==> src/rtl/ram_arbiter.sv <==
// ram_arbiter: shares one single-port RAM between two requesters,
// serialising accesses and sequencing the read latency.
module ram_arbiter #(
  parameter int ADDR_W    = 8,
  parameter int DATA_W    = 8,
  parameter int READ_LAT  = 1,
  parameter int FIXED_PRI = 0
) (
  input  logic              clk,
  input  logic              resetN,
  input  logic              req0,
  input  logic              req1,
  input  logic              rwN0,
  input  logic              rwN1,
  input  logic [ADDR_W-1:0] addr0,
  input  logic [ADDR_W-1:0] addr1,
  input  logic [DATA_W-1:0] wdata0,
  input  logic [DATA_W-1:0] wdata1,
  output logic              ack0,
  output logic              ack1,
  output logic [DATA_W-1:0] rdata0,
  output logic [DATA_W-1:0] rdata1,
  output logic              ram_readwriteN,
  output logic [ADDR_W-1:0] ram_address,
  output logic [DATA_W-1:0] ram_data_in,
  input  logic [DATA_W-1:0] ram_data_out,
  output logic              busy,
  output logic              grant
);

  localparam int CNT_W = 3;

  typedef enum logic [1:0] {
    IDLE,
    ACCESS,
    RESP
  } state_t;

  state_t state_q, state_d;

  logic              grant_q, grant_d;
  logic              last_q, last_d;
  logic              wr_q, wr_d;
  logic [CNT_W-1:0]  cnt_q, cnt_d;
  logic              ack0_q, ack0_d;
  logic              ack1_q, ack1_d;
  logic [DATA_W-1:0] rdata0_q, rdata0_d;
  logic [DATA_W-1:0] rdata1_q, rdata1_d;
  logic              ram_rwn_q, ram_rwn_d;
  logic [ADDR_W-1:0] ram_addr_q, ram_addr_d;
  logic [DATA_W-1:0] ram_din_q, ram_din_d;

  logic              win;
  logic              win_rwn;
  logic [ADDR_W-1:0] win_addr;
  logic [DATA_W-1:0] win_wdata;

  // last_q remembers the previous owner so a tie goes to the other one
  assign win = (FIXED_PRI != 0) ? ~req0
             : ((req0 & req1) ? ~last_q : req1);

  assign win_rwn   = win ? rwN1   : rwN0;
  assign win_addr  = win ? addr1  : addr0;
  assign win_wdata = win ? wdata1 : wdata0;

  always_comb begin
    state_d   = state_q;
    grant_d   = grant_q;
    last_d    = last_q;
    wr_d      = wr_q;
    cnt_d     = cnt_q;
    ack0_d    = 1'b0;
    ack1_d    = 1'b0;
    rdata0_d  = rdata0_q;
    rdata1_d  = rdata1_q;
    ram_rwn_d  = 1'b1;
    ram_addr_d = '0;
    ram_din_d  = '0;

    unique case (state_q)
      IDLE: begin
        if (req0 | req1) begin
          grant_d    = win;
          last_d     = win;
          wr_d       = ~win_rwn;
          cnt_d      = CNT_W'(READ_LAT);
          ram_rwn_d  = win_rwn;
          ram_addr_d = win_addr;
          ram_din_d  = win_rwn ? '0 : win_wdata;
          state_d    = ACCESS;
        end
      end
      ACCESS: begin
        if (wr_q || cnt_q == '0) begin
          state_d = RESP;
          ack0_d  = ~grant_q;
          ack1_d  = grant_q;
          if (!wr_q) begin
            if (grant_q) rdata1_d = ram_data_out;
            else         rdata0_d = ram_data_out;
          end
        end else begin
          cnt_d      = cnt_q - 1'b1;
          ram_rwn_d  = 1'b1;
          ram_addr_d = ram_addr_q;
        end
      end
      RESP: begin
        state_d = IDLE;
      end
      default: begin
        state_d = IDLE;
      end
    endcase
  end

  always_ff @(posedge clk) begin
    if (!resetN) begin
      state_q    <= IDLE;
      grant_q    <= 1'b0;
      last_q     <= 1'b1;
      wr_q       <= 1'b0;
      cnt_q      <= '0;
      ack0_q     <= 1'b0;
      ack1_q     <= 1'b0;
      rdata0_q   <= '0;
      rdata1_q   <= '0;
      ram_rwn_q  <= 1'b1;
      ram_addr_q <= '0;
      ram_din_q  <= '0;
    end else begin
      state_q    <= state_d;
      grant_q    <= grant_d;
      last_q     <= last_d;
      wr_q       <= wr_d;
      cnt_q      <= cnt_d;
      ack0_q     <= ack0_d;
      ack1_q     <= ack1_d;
      rdata0_q   <= rdata0_d;
      rdata1_q   <= rdata1_d;
      ram_rwn_q  <= ram_rwn_d;
      ram_addr_q <= ram_addr_d;
      ram_din_q  <= ram_din_d;
    end
  end

  assign ack0           = ack0_q;
  assign ack1           = ack1_q;
  assign rdata0         = rdata0_q;
  assign rdata1         = rdata1_q;
  assign ram_readwriteN = ram_rwn_q;
  assign ram_address    = ram_addr_q;
  assign ram_data_in    = ram_din_q;
  assign busy           = (state_q != IDLE);
  assign grant          = grant_q;

endmodule
==> config.mk <==
export PLATFORM = sky130hd
export DESIGN_NAME = ram_arbiter
export DESIGN_NICKNAME = d
export VERILOG_FILES = /design/src/rtl/ram_arbiter.sv
export SDC_FILE = /design/constraint.sdc
export NUM_CORES = 1
export LEC_CHECK = 0
export CAP_MARGIN = 20
export CORE_MARGIN = 1
export CORE_UTILIZATION = 30
export CTS_BUF_LIST = sky130_fd_sc_hd__clkbuf_8
export CTS_CLUSTER_DIAMETER = 50
export DETAILED_ROUTE_END_ITERATION = 8
export PLACE_DENSITY = 0.68
export SYNTH_ARGS = -nofsm -noshare
export SYNTH_HDL_FRONTEND = slang
export SYNTH_SLANG_ARGS = --single-unit
==> constraint.sdc <==
create_clock -name clk -period 4.05 [get_ports clk]
set_input_delay 1.0125 -clock clk [delete_from_list [all_inputs] [get_ports clk]]
set_output_delay 1.0125 -clock clk [all_outputs]
set_load 0.03 [all_outputs]
==> metrics.cfg, run 1 <==
[setup_path]
worst-setup-path-type=reg -> out
ff2ff_path_depth=6
reg2reg_from=cnt_q[0]$_SDFFE_PN0P_
cp.arrival_ns=1.54
rrSetupSlack_ns=2.36
worst_setup_path_start_kind=flip-flop
cp-endpoint=busy
crit_fanout=3
worstReg2RegEnd=rdata0[4]$_SDFFE_PN0P_
cp-end-kind=primary output
required_ns=3.04
startpoint=state_q[1]$_SDFFE_PN0P_

[placement]
dpl.hpwl_um=3210
place_inst=338
gp_congestion=0.729
portBuffers=82
placed_area_um2=2620
pre_cts_ws_ns=1.40

[synthesis]
synth_cells=194
ys_seq_area_share_pct=48.8
async_flop_share_pct=0
synth_top_family_by_area=simple AND/OR/NAND/NOR gates
synth_area_um2=1760
ys.flop_type=dfxtp_1
synth_edf_count=0
synthXorXnorAreaFrac_pct=0.496
synth_fp_nets=242
synth-adder-area-share_pct=1.42
synth_cell_types=31
synth.avg_cell_area_um2=9.09
yosysWarnings=0
yosys_register_bits=43
synth_compound_area_share_pct=12.2
yosys.area.top_type=dfxtp_1
synthSimpleGateAreaFrac_pct=27.2
yosysTopAreaCellShare_pct=48.8
muxShareOfSynthArea_pct=5.11
synthTopCellsByArea=dfxtp_1, nand3b_1, nand2_1

[grt]
grtUsageTotal_pct=14.9
grt_max_degree=33
grt_pass1_vias=1547
overflow=0
grt_pass1_wl_um=7200
antenna_found_initial=0

[final_layout]
nNetsFinal=321
fillers=536
fin_cells=346
multi_input_area_um2=822
stdcell_area_um2=2730
seqCellArea_um2=861
antenna_cells=0
mostFrequentLayoutCells=clkdlybuf4s50_1, dfxtp_1, nand2_1
mostFrequentLayoutCell=clkdlybuf4s50_1
final_layout_size_suffix_gt1_share_pct=6.20
areaGrowthSynthToFinish_pct=54.7

[clocking]
ctsResizeCount=0
root_buffer=clkbuf_8
cts_inserted_buffers=5
cts_tree=built
htreeDepth=2
clk_latency_ns=0.29
clkSinkCount=43
postCtsHoldBufs=0
clockBufferDepth=2
cts.reportedPaths.clkPinSlew_ns=0.08
cts_setup_buffers=0

[timing]
hold_violations=0
min_period_over_period_pct=63.0
relSlewSlack_pct=63.7
setup_viol=0
rsz0062_at_grt=no
setup_slack_ns=1.50
whs_ns=0.456
slew_viol_final=0
tightest_slew_ns=0.544
fin_crit_ns=2.55
timing.fmax_mhz=392
fin_setup_tns_ns=0
fin_skew_ns=0.00883

[pwr]
ir_drop_mv=0.168
power_density_nw_per_um2=379
power_leakage_nw=1.00

[die]
die_area_um2=6190
die_w_um=78.7
coreArea_um2=5570
die_h_um=78.7
num_rows=27
io_pins=83
start_util_pct=31.6

[drt]
drt_iter0_markers=99
vias=1635
drc_errors=0
dr.pass1.iters=4
drt-total-wl_um=4450
wl_per_cell_um=12.9
antenna_left=0
via_per_inst=4.73

[flow_run]
maxCapViolCount=0

[hold_path]
hold_class=reg -> reg

[run_status]
status=finished, final reports clean

-- metrics by stage --
stage | util [%] | total power, W
floorplan | - | 0.000606
global placement | 46.9 | 0.000709
detailed placement | 46.9 | 0.000712
global route | 49.0 | 0.00109
CTS | 49.0 | 0.00105
finish | 49.0 | 0.00103
-- area by class of cell --
class | count | area share (%)
flip-flops and latches | 43 | 31.5
multi-input cells | 137 | 30.1
repair buffers | 84 | 30.6
clock buffers | 5 | 2.52
inverters | 2 | 0.275
clock inverters | 3 | 1.60
well taps | 72 | 3.30
-- cells in the mapped netlist, types with 2 or more instances --
| master | instances |
|---|---|
| and3_1 | 4 |
| o21ai_0 | 22 |
| mux2i_1 | 9 |
| dfxtp_1 | 43 |
| ha_1 | 2 |
| o21ai_2 | 2 |
| and2_1 | 2 |
| nand2_1 | 33 |
| nand3_1 | 19 |
| nor2b_1 | 2 |
| buf_6 | 2 |
| inv_1 | 2 |
| buf_2 | 2 |
| clkbuf_1 | 4 |
| a21boi_0 | 3 |
| nand3b_1 | 17 |
| buf_4 | 4 |
| a21oi_1 | 8 |
| o21a_1 | 2 |
-- kinds of logic after synthesis --
family	count (synthesis)
adder cells (fa/ha/maj)	2
AO/OA/AOI/OAI	38
flip-flops	43
buffers and inverters	14
multiplexers	9
AND/OR/NAND/NOR	87
XOR/XNOR	1
-- flip-flops by register name (all words and copies together), names as in the netlist, 2 cells and up --
register and flops:
ram_address 8, ram_data_in 8, rdata0 8, rdata1 8
cnt_q 3, state_q 2
-- how the worst min path moves through the flow --
stage	to	slack, ns	cells after the start	from
2_1_floorplan	last_q$_SDFFE_PN1P_	0.46	2	last_q$_SDFFE_PN1P_
3_3_place_gp	ram_address[4]$_SDFFE_PN0P_	0.43	2	ram_address[4]$_SDFFE_PN0P_
3_5_place_dp	ram_address[6]$_SDFFE_PN0P_	0.44	2	ram_address[6]$_SDFFE_PN0P_
4_1_cts	ram_address[6]$_SDFFE_PN0P_	0.46	2	ram_address[6]$_SDFFE_PN0P_
5_1_grt	ram_address[7]$_SDFFE_PN0P_	0.48	2	ram_address[7]$_SDFFE_PN0P_
6_report	ram_address[6]$_SDFFE_PN0P_	0.46	2	ram_address[6]$_SDFFE_PN0P_
-- power breakdown --
group	internal [W]	switching (W)	total [W]
clock network	0.000184	0.000149	0.000333
registers	0.000450	0.0000158	0.000466
logic	0.000114	0.000121	0.000235
-- worst max-delay path, cell delays in order, from the launching register on --
cell and delay (ns):
dfxtp_1 0.40, or2_4 0.17, clkdlybuf4s50_1 0.68
-- per-layer routing --
layer / routed length (um) / vias to the layer above / GRT usage [%]
li1: - / 826 / -
met2: 1980 / 61 / 24.2
met3: 380 / 5 / 4.88
met5: 0 / - / 0
met1: 2030 / 743 / 18.3
met4: 51 / 0 / 5.19
Power figures use the tool's default switching activity.
==> inputs of run 2 (changes only) <==
Clock period 4.05 ns to 2.4 ns, I/O delays scaled along.
==> run 2 against run 1 <==
Compared with the run above: worst setup slack got worse by 1.2 ns; global-route usage down 0.071 points; via count fell by 1.2%; sequential share of layout area is 0.48 points lower; core utilization up 0.76 points; power rose by 78%; first-iteration DRC count shrank 34%; non-clock buffer count is 3 higher; worst hold slack gained 0.0015 ns; sequential cell count unchanged; clock-buffer cell count unchanged; clock power is 95% higher; largest cell class unchanged; highest routed layer unchanged.
==> metrics.cfg, run 2 (synthesized netlist as in run 1, its figures left out) <==
[run_status]
status=finished, final reports clean  ; unchanged

[pwr]
power_leakage_nw=1.03  ; was 1.00 nW
ir_drop_mv=0.334  ; was 0.168 mV
power_density_nw_per_um2=664  ; was 379 nW/um^2
power.total_w=0.00184  ; was 0.00103 W

[drt]
dr.pass1.iters=4  ; unchanged
via_per_inst=4.63  ; was 4.73
drt-total-wl_um=4410  ; was 4450 um
wl_per_cell_um=12.6  ; was 12.9 um
vias=1616  ; was 1635
antenna_left=0  ; unchanged
drt_iter0_markers=65  ; was 99
drc_errors=0  ; unchanged

[final_layout]
mostFrequentLayoutCell=clkdlybuf4s50_1  ; unchanged
nNetsFinal=324  ; was 321
antenna_cells=0  ; unchanged
areaGrowthSynthToFinish_pct=57.1  ; was 54.7%
final_layout_size_suffix_gt1_share_pct=6.86  ; was 6.20%
mostFrequentLayoutCells=clkdlybuf4s50_1, dfxtp_1, nand2_1  ; unchanged

[timing]
setup_viol=0  ; unchanged
fin_setup_tns_ns=0  ; unchanged
tightest_slew_ns=0.500  ; was 0.544 ns
min_period_over_period_pct=89.2
slew_viol_final=0  ; unchanged
timing.fmax_mhz=467
rsz0062_at_grt=no  ; unchanged
setup_slack_ns=0.260  ; was 1.50 ns
fin_crit_ns=2.14
fin_skew_ns=0.00897  ; was 0.00883 ns
relSlewSlack_pct=66.5  ; was 63.7%
hold_violations=0  ; unchanged

[grt]
top_usage_layer=met2  ; unchanged
grtUsageTotal_pct=14.8  ; was 14.9%
grt_use_met1_pct=19.4  ; was 18.3%
grt_pass1_wl_um=7150  ; was 7200 um
antenna_found_initial=0  ; unchanged
overflow=0  ; unchanged
grt_pass1_vias=1482  ; was 1547
use_met3_pct=4.30  ; was 4.88%
met2_usage_pct=23.1  ; was 24.2%
grt_max_degree=35  ; was 33

[clocking]
htreeDepth=2  ; unchanged
cts_inserted_buffers=5  ; unchanged
cts_tree=built  ; unchanged
clk_latency_ns=0.29  ; about the same
clkSinkCount=43  ; unchanged
cts_setup_buffers=0  ; unchanged
ctsResizeCount=0  ; unchanged
postCtsHoldBufs=0  ; unchanged
clockBufferDepth=2  ; unchanged
cts.reportedPaths.clkPinSlew_ns=0.08  ; about the same
root_buffer=clkbuf_8  ; unchanged

[die]
start_util_pct=31.6  ; unchanged
die_h_um=78.7  ; unchanged
io_pins=83  ; unchanged
die_w_um=78.7  ; unchanged
num_rows=27  ; unchanged
coreArea_um2=5570  ; unchanged
die_area_um2=6190  ; unchanged

[hold_path]
hold_class=reg -> reg  ; unchanged

[placement]
dpl.hpwl_um=3200  ; was 3210 um
portBuffers=82  ; unchanged
gp_congestion=0.733  ; was 0.729
pre_cts_ws_ns=0.395  ; was 1.40 ns

[setup_path]
required_ns=1.80  ; was 3.04 ns
worst_setup_path_start_kind=flip-flop  ; unchanged
crit_fanout=3  ; unchanged
worst-setup-path-type=reg -> out  ; unchanged
cp-end-kind=primary output  ; unchanged
cp.arrival_ns=1.54  ; about the same

[flow_run]
maxCapViolCount=0  ; unchanged

## run 2: final cells by class
cell class,count,area [um^2]
fillers,533,2800
flip-flops and latches,43,861
repair buffers,87,858
multi-input cells,137,822
well taps,72,90.1
clock buffers,5,68.8
clock inverters,3,63.8
inverters,2,7.51
## run 2: worst max-delay path, cell delays in order, from the launching register on
cell,delay (ns)
dfxtp_1,0.39
or2_4,0.17
clkdlybuf4s50_1,0.69
## run 2: through the flow
| stage | util [%] | instances | area [um^2] | hold slack [ns] |
|---|---|---|---|---|
| floorplan | - | 194 | 1760 | 0.456 |
| global placement | 47.3 | 341 | 2640 | 0.435 |
| detailed placement | 47.3 | 341 | 2640 | 0.443 |
| CTS | 49.7 | 349 | 2770 | 0.460 |
| global route | 49.7 | 349 | 2770 | 0.485 |
| finish | 49.7 | 349 | 2770 | 0.458 |
## run 2: worst paths after layout
check	from	end	slack, ns	depth (start not counted)
worst max-delay path	state_q[1]$_SDFFE_PN0P_	busy	0.26	2
worst min-delay path	ram_address[0]$_SDFFE_PN0P_	ram_address[0]$_SDFFE_PN0P_	0.46	2
worst min register to register	ram_address[0]$_SDFFE_PN0P_	ram_address[0]$_SDFFE_PN0P_	0.46	2
worst max register to register	cnt_q[0]$_SDFFE_PN0P_	rdata0[2]$_SDFFE_PN0P_	0.74	6
## run 2: per-layer routing
metal / share of wire [%] / up-vias
li1: - / 830
met1: 48 / 714
met2: 42 / 67
met3: 8.7 / 5
met4: 1.1 / 0
met5: 0 / -
## run 2: power breakdown
group	leakage, nW	switching, W	total (W)	internal [W]
clock	0.0695	0.000239	0.000651	0.000412
sequential	0.351	0.0000281	0.000788	0.000759
combinational	0.607	0.000205	0.000401	0.000197
